--- src/rtl/ram_sync_clear.sv ---
// Synchronous single-port RAM with a registered read path, a read-valid strobe and a
// hardware sweep that zeroes every word after reset and whenever clear_req is seen.
module ram_sync_clear #(
  parameter int DATA_WIDTH = 16,
  parameter int ADDR_WIDTH = 3
) (
  input  logic                  clk,
  input  logic                  reset,
  input  logic                  enable,
  input  logic                  write_enable,
  input  logic [ADDR_WIDTH-1:0] addr,
  input  logic [DATA_WIDTH-1:0] dados_in,
  input  logic                  clear_req,
  output logic [DATA_WIDTH-1:0] dados_out,
  output logic                  read_valid,
  output logic                  busy,
  output logic                  access_dropped
);
  localparam int DEPTH = 2 ** ADDR_WIDTH;

  typedef enum logic {CLEAR, READY} state_t;

  typedef struct packed {
    logic                  we;
    logic [ADDR_WIDTH-1:0] addr;
    logic [DATA_WIDTH-1:0] data;
  } wr_req_t;

  state_t                state;
  logic [ADDR_WIDTH-1:0] ptr;
  logic [DATA_WIDTH-1:0] mem [DEPTH];
  wr_req_t               wr;

  // The sweep and user writes share the single write port; the sweep owns it in CLEAR.
  always_comb begin
    wr = '0;
    if (!reset) begin
      if (state == CLEAR) begin
        wr.we   = 1'b1;
        wr.addr = ptr;
      end else if (enable && write_enable && !clear_req) begin
        wr.we   = 1'b1;
        wr.addr = addr;
        wr.data = dados_in;
      end
    end
  end

  always_ff @(posedge clk) begin
    if (wr.we) mem[wr.addr] <= wr.data;
  end

  always_ff @(posedge clk) begin
    if (reset) begin
      state          <= CLEAR;
      busy           <= 1'b1;
      ptr            <= '0;
      dados_out      <= '0;
      read_valid     <= 1'b0;
      access_dropped <= 1'b0;
    end else begin
      read_valid     <= 1'b0;
      access_dropped <= 1'b0;
      case (state)
        CLEAR: begin
          access_dropped <= enable;
          ptr            <= ptr + 1'b1;
          if (&ptr) begin
            state <= READY;
            busy  <= 1'b0;
            ptr   <= '0;
          end
        end
        READY: begin
          if (clear_req) begin
            // Sweep wins over a simultaneous access, which is reported as dropped.
            state          <= CLEAR;
            busy           <= 1'b1;
            ptr            <= '0;
            access_dropped <= enable;
          end else if (enable && !write_enable) begin
            dados_out  <= mem[addr];
            read_valid <= 1'b1;
          end
        end
        default: begin
          state <= CLEAR;
          busy  <= 1'b1;
          ptr   <= '0;
        end
      endcase
    end
  end
endmodule

--- config.mk ---
export PLATFORM = sky130hd
export DESIGN_NAME = ram_sync_clear
export DESIGN_NICKNAME = d
export VERILOG_FILES = /design/src/rtl/ram_sync_clear.sv
export SDC_FILE = /design/constraint.sdc
export NUM_CORES = 1
export LEC_CHECK = 0
export ABC_AREA = 1
export CAP_MARGIN = 10
export CELL_PAD_IN_SITES_DETAIL_PLACEMENT = 1
export CELL_PAD_IN_SITES_GLOBAL_PLACEMENT = 1
export CORE_MARGIN = 1.5
export CORE_UTILIZATION = 50
export CTS_BUF_LIST = sky130_fd_sc_hd__clkbuf_4 sky130_fd_sc_hd__clkbuf_8
export DETAILED_ROUTE_END_ITERATION = 10
export MAX_ROUTING_LAYER = met4
export PLACE_DENSITY = 0.93
export SETUP_SLACK_MARGIN = 0.5
export SKIP_LAST_GASP = 1
export SLEW_MARGIN = 25
export SYNTH_ARGS = -nofsm -noshare
export SYNTH_HDL_FRONTEND = slang
export SYNTH_SLANG_ARGS = --single-unit
--- constraint.sdc ---
create_clock -name clk -period 5.9 [get_ports clk]
set_clock_uncertainty 0.05 [all_clocks]
set_input_delay 1.77 -clock clk [delete_from_list [all_inputs] [get_ports clk]]
set_output_delay 1.77 -clock clk [all_outputs]
set_load 0.1 [all_outputs]
==> run summary <==
For the pin with the worst max-slew slack, the measured transition is 995.4 ps. For the worst setup path, the data arrival time is 4380 ps. Buffers placed on the I/O ports in this run total 42. Leaving out fill and tap cells, the most frequent cell in the layout is sky130_fd_sc_hd__nand2_1.

The run finished with clean final reports. The detail route stage leaves a number of antenna-violating nets equal to 0. The first detailed-routing pass took 5 iterations. The number of nets in the final layout is 725. For the fill cell instance count of the final layout, the log shows 1418.

Synthesis-to-finish area growth: 14.72%. The end of the worst register-to-register path is mem[0][12]$_DFFE_PP_. When the netlist entered floorplanning its net count stood at 679.

The tool flagged a number of max-cap violations equal to 0. The logs give 12620 sq um for the core footprint and 0 for the post-CTS setup-driven buffer insertion count. Number of antenna violations at the first check in global routing: 0. The synthesized area is 6487 sq um, and the area share of the largest cell type after synthesis is 0.5925. The first global-routing pass estimated 28990 um of wire.

The post-route minimum period came out at 4301 ps. The congestion estimate from routability-driven global placement came to 0.7781. The post-route setup TNS was 0 ps; the remaining global-route overflow was 0. The floorplan has 41 rows. The number of endpoints with negative hold slack in the final report was 0; the number of gates given a new drive strength after cts was 0. The number of slew-limit violations in the final report was 0; the share of layout cells above drive strength 1 was 0.07725. The root buffer cell was sky130_fd_sc_hd__clkbuf_8. In this run the critical register-to-register path is launched from state$_SDFF_PP0_. STA classifies the critical path startpoint as a primary input. Via count of the first global-routing pass: 5320.

In the layout the commonest cells are sky130_fd_sc_hd__nand2_1 (203), sky130_fd_sc_hd__edfxtp_1 (128), sky130_fd_sc_hd__inv_1 (105), sky130_fd_sc_hd__nand3_1 (102), sky130_fd_sc_hd__clkdlybuf4s50_1 (41). Clock latency on the worst-skew pair, taken at its later pin, is 440 ps. In the post-synthesis netlist, the biggest area contributors are sky130_fd_sc_hd__edfxtp_1 (59%), sky130_fd_sc_hd__nand2_1 (12%), sky130_fd_sc_hd__nand3_1 (7.9%), sky130_fd_sc_hd__dfxtp_1 (7.1%), sky130_fd_sc_hd__inv_1 (6.1%). The relative slew slack came out at 0.3343. The floorplan step defined a die boundary enclosing 13670 sq um. No sink is reached through more buffers than the 2 on the longest clock path. The count of different cell masters after synthesis came out at 24. In this run the vertical extent of the chip is 116.9 um.

CTS saw 151 sinks. The detailed router finished its first iteration with 378 violations. The post-synthesis area per instance was 9.935 sq um; the period utilization was 0.7290. In this run the worst hold path is classified as reg2reg.

Clock-pin slew was measured on the worst setup and hold paths at 80 ps. The antenna diode count was 0. The peak fanout along the critical path works out to 22.

The top-level port count is 43, and the overall fraction of global-route tracks in use is 0.3070. The number of vias per cell works out to 5.503. Entering global routing, the biggest net connects 65 pins.

The worst hold path passes through 2 cells. IR analysis of the VDD net gives a maximum drop of 0.0001611 V. The total DRC errors in the routed layout was 0; the cell area power density was 285.7 nW/um^2.

The die span in x came out at 116.9 um. The synthesized design contains 151 register bits. The cell type with the largest total area after synthesis is sky130_fd_sc_hd__edfxtp_1.

TritonCTS built the clock tree. The tools report the storage element area as 4304 sq um. Based on the critical path, the design can be clocked at up to 232.5 MHz. The share of synthesized area occupied by flip-flops and latches came out at 0.6635. The tools report the multi-input gate area in the final layout as 1579 sq um. After technology mapping, the gate count stands at 653. The tools report the end-of-flow core utilization as 0.5897.

The type of the setup path with the least slack is in2reg. Initial cell density of the core: 0.5141. After legalization and detailed placement, the total HPWL measured 11320 um. The worst register-to-register path has a depth of 7. The run gives 4 as the maximum level of the CTS H-tree. The path with the worst hold slack has its endpoint at dados_out[6]$_SDFFE_PP0P_.

For the yosys synthesis warning count, the log shows 0. The mean routed wirelength per cell was 21.38 um. The number of hold buffers added after cts came out at 0.

The start point of the worst hold path is dados_out[6]$_SDFFE_PP0P_. In this run the static leakage power is 3.033 nW. At the worst endpoint, the required time is 5980 ps. The worst setup path is captured at a flip-flop. After detailed routing, the total wire length is 18900 um.

Detailed routing inserted a total of 4865 vias. Setup repair after global routing left no endpoint under its margin. Buffers inserted during clock tree synthesis total 17.

The run gives 3330 ps as the reg-to-reg setup timing slack. The number of setup violations in the final report was 0.
-- registers in the layout (all words and copies together) (netlist names) --
register        count
access_dropped      1
busy                1
dados_out          16
mem               128
ptr                 3
read_valid          1
state               1
-- worst max-delay path by stage --
stage                                end  cells past startpoint  startpoint  slack (ps)
finish              mem[2][12]$_DFFE_PP_                      9       reset        1600
global route         mem[2][8]$_DFFE_PP_                      9       reset        1520
CTS                 mem[2][11]$_DFFE_PP_                      9       reset        1690
detailed placement  mem[3][11]$_DFFE_PP_                      9   clear_req        1260
global placement    mem[3][10]$_DFFE_PP_                      9   clear_req        1490
floorplan            mem[1][0]$_DFFE_PP_                      7   clear_req        2290
-- critical path, stage by stage --
cell and delay [ps]:
sky130_fd_sc_hd__clkdlybuf4s50_1 470, sky130_fd_sc_hd__buf_4 330, sky130_fd_sc_hd__inv_1 220, sky130_fd_sc_hd__nand2_1 170, sky130_fd_sc_hd__a22oi_1 150, sky130_fd_sc_hd__nand2_1 150
sky130_fd_sc_hd__nand3_1 150, sky130_fd_sc_hd__nor2_1 570, sky130_fd_sc_hd__buf_4 390
-- logic make-up after synthesis --
logic type / after synthesis / synth area share
AOI/OAI and AO/OA: 24 / 0.01967
adders and majority gates: 2 / 0.003857
buffers and inverters: 138 / 0.09315
DFF: 151 / 0.6635
and+or+nand+nor: 338 / 0.2199
-- cell type report --
cell class / instances / share of cell area
Clock buffer: 19 / 0.03346
Clock inverter: 13 / 0.02102
Inverter: 107 / 0.05414
Multi-Input combinational cell: 364 / 0.2122
Sequential cell: 151 / 0.5783
Tap cell: 172 / 0.02892
Timing Repair Buffer: 58 / 0.07196
-- report_power, final --
group	leakage (nW)	internal (mW)	switching, mW	total [mW]
logic	1.26	0.0432	0.0973	0.141
registers	1.58	1.16	0.00615	1.17
clock network	0.194	0.424	0.394	0.818
-- Yosys cell counts --
| cell type | count |
|---|---|
| sky130_fd_sc_hd__dfxtp_1 | 23 |
| sky130_fd_sc_hd__o21ai_0 | 2 |
| sky130_fd_sc_hd__edfxtp_1 | 128 |
| sky130_fd_sc_hd__a22oi_1 | 2 |
| sky130_fd_sc_hd__buf_2 | 17 |
| sky130_fd_sc_hd__clkbuf_4 | 1 |
| sky130_fd_sc_hd__inv_2 | 1 |
| sky130_fd_sc_hd__ha_1 | 2 |
| sky130_fd_sc_hd__buf_4 | 2 |
| sky130_fd_sc_hd__inv_1 | 105 |
| sky130_fd_sc_hd__nor3_4 | 1 |
| sky130_fd_sc_hd__nor2_2 | 1 |
| sky130_fd_sc_hd__clkbuf_1 | 5 |
| sky130_fd_sc_hd__nand2_1 | 203 |
| sky130_fd_sc_hd__buf_6 | 3 |
| sky130_fd_sc_hd__a21oi_1 | 19 |
| sky130_fd_sc_hd__nor2_1 | 28 |
| sky130_fd_sc_hd__clkbuf_8 | 3 |
| sky130_fd_sc_hd__nand2_4 | 1 |
| sky130_fd_sc_hd__o211ai_1 | 1 |
| sky130_fd_sc_hd__nand3_1 | 102 |
| sky130_fd_sc_hd__clkinv_2 | 1 |
| sky130_fd_sc_hd__nor3_1 | 1 |
| sky130_fd_sc_hd__nand3_2 | 1 |
-- per-stage QoR --
step / instances / setup slack, ps / hold WS, ps / total power [mW] / area, sq um
detailed placement: 852 / 1257 / 409.2 / 1.326 / 7037
CTS: 884 / 1687 / 421.4 / 2.130 / 7442
finish: 884 / 1599 / 418.1 / 2.126 / 7442
floorplan: 653 / 2286 / 431.7 / 1.272 / 6487
global route: 884 / 1519 / 443.7 / 2.176 / 7442
global placement: 852 / 1490 / 406.4 / 1.314 / 7037
-- layer usage --
metal / up-vias / part of all wire / track usage
met5: - / 0 / -
met4: 0 / 0.039 / 0.1550
met3: 67 / 0.058 / 0.05767
met2: 195 / 0.51 / 0.5162
met1: 2402 / 0.39 / 0.3543
li1: 2201 / - / -
No activity file was read; power rests on OpenSTA's default activity.
==> variant: new RTL, config.mk and constraints unchanged <==
The parameter `ADDR_WIDTH` goes from 3 to 4.
--- a/src/rtl/ram_sync_clear.sv
+++ b/src/rtl/ram_sync_clear.sv
@@ -2,7 +2,7 @@
 // hardware sweep that zeroes every word after reset and whenever clear_req is seen.
 module ram_sync_clear #(
   parameter int DATA_WIDTH = 16,
-  parameter int ADDR_WIDTH = 3
+  parameter int ADDR_WIDTH = 4
 ) (
   input  logic                  clk,
   input  logic                  reset,
Interface: changed (resized addr); port bits go from 43 to 44. No check against the original RTL was run, so the function may have changed too.
==> variant against the unedited design <==
  * Non-clock buffer count is 24 higher
  * Final area increased by 85%
  * Sequential cell count grew 129
  * Largest power group unchanged
  * Power up 89%
  * Count of clock-buffer cells in the layout up 43
  * Clock power grew 94%
  * Synthesized area is 87% higher
  * Worst setup slack better by 0.27 ns
  * Wire length rose by 99%
  * Critical path type unchanged
  * Global-route usage is 0.69 points higher
==> variant: results (changes against the unedited design) <==
STATUS='finished, final reports clean'
NUM_CTS_BUFFERS=46  # +29
CP-ENDPOINT='mem[6][8]'
SYNTHESIS.NETS=1232  # +81%
TIMING.CRITICAL_PATH.ARRIVAL_NS=4.20  # -0.18 ns
R2R_CELLS=5  # -2
HOLD_START='busy'
FILLERINSTANCES=2589  # +83%
CLOCKBUFFERDEPTH=3  # +1
TIMING.CRITICAL_PATH.MAX_DELAY_FAMILY='simple AND/OR/NAND/NOR gates'
RATIO_OF_CELLS_WITH_DRIVE_ABOVE_1_IN_THE_FINAL_LAYOUT_PCT=10.5  # +2.8 points
HOLD_PATH_END='busy'
PORT_BUFFERS=43  # +2.4%
DPL-INSTANCE-AREA_SQ_MM=0.0129  # +83%
FINAL_NET_COUNT=1302  # +80%
SYNTH_ENABLE_FLOP_CELLS=256  # +100%
H-TREE-DEPTH=2  # -2
PLACE.GP.CONGESTION=0.820  # +5.4%
CELLLEAKAGEPOWER_nW=5.85  # +93%
POST_LAYOUT_NONFILLER_INSTANCES=1626  # +84%
DRTPASS1ITERATIONS=7  # +2
TIMING.HOLD.WS_NS=0.417  # -0.00160 ns
GRT_FIRST_PASS_WIRELENGTH_MM=57.9  # +100%
YS_SEQ_AREA_SHARE_PCT=67.4  # +1.0 points
PRE_CTS_WS_NS=1.41  # +0.154 ns
TOTALWIRELENGTH_MM=37.6  # +99%
SHARE_OF_SYNTHESIZED_CELL_AREA_IN_FULL_ADDER_HALF_ADDER_AND_MAJORITY_CELLS_PCT=0.103  # -0.28 points
MAXIMUM_NUMBER_OF_PINS_ON_ONE_NET_BEFORE_GLOBAL_ROUTE_REPAIR=77  # +18%
FMAX_GHz=0.248  # +6.8%
WORSTPATHMAXFANOUT=25  # +14%
POST_SYNTH_NUM_CELL_TYPES=27  # +13%
REG2REG_SLACK_NS=2.98  # -0.35 ns
POST-DP-HPWL_MM=22.7  # +100%
TOP_REGS='mem (256), dados_out (16), ptr (4)'
CTS.CLK_SLEW.WORST_PATHS_NS=0.06  # -0.02 ns
IR_WORST_VDD_mV=0.209  # +30%
POST_SYNTH.CELL_AREA_AVG_SQ_UM=10.1  # +1.2%
-- variant: cell types whose count changed after synthesis, sizes merged, moves of 2 or more --
cell and delta:
nand2 +232, a21oi -13, inv +51, nor2 +43, o21ai +2, a22oi -2, buf +25, clkbuf +4
edfxtp +128, nand3 +78
-- variant: routing by layer --
| layer | share of wire, % | GRT usage (%) | wire length (um) | vias to the layer above |
|---|---|---|---|---|
| li1 | - | - | - | 4036 |
| met1 | 39 | 39.6 | 14600 | 4485 |
| met2 | 47 | 48.8 | 17700 | 559 |
| met3 | 8.9 | 4.86 | 3330 | 154 |
| met4 | 5.1 | 17.3 | 1930 | 0 |
| met5 | 0 | - | 0 | - |
-- variant: layout make-up --
type | instances | area, sq um | share of cell area (%)
Multi-Input combinational cell | 709 | 3020 | 21.9
Sequential cell | 280 | 8170 | 59.4
Clock inverter | 17 | 78.8 | 0.573
Timing Repair Buffer | 82 | 736 | 5.35
Tap cell | 319 | 399 | 2.90
Inverter | 157 | 597 | 4.34
Clock buffer | 62 | 759 | 5.52
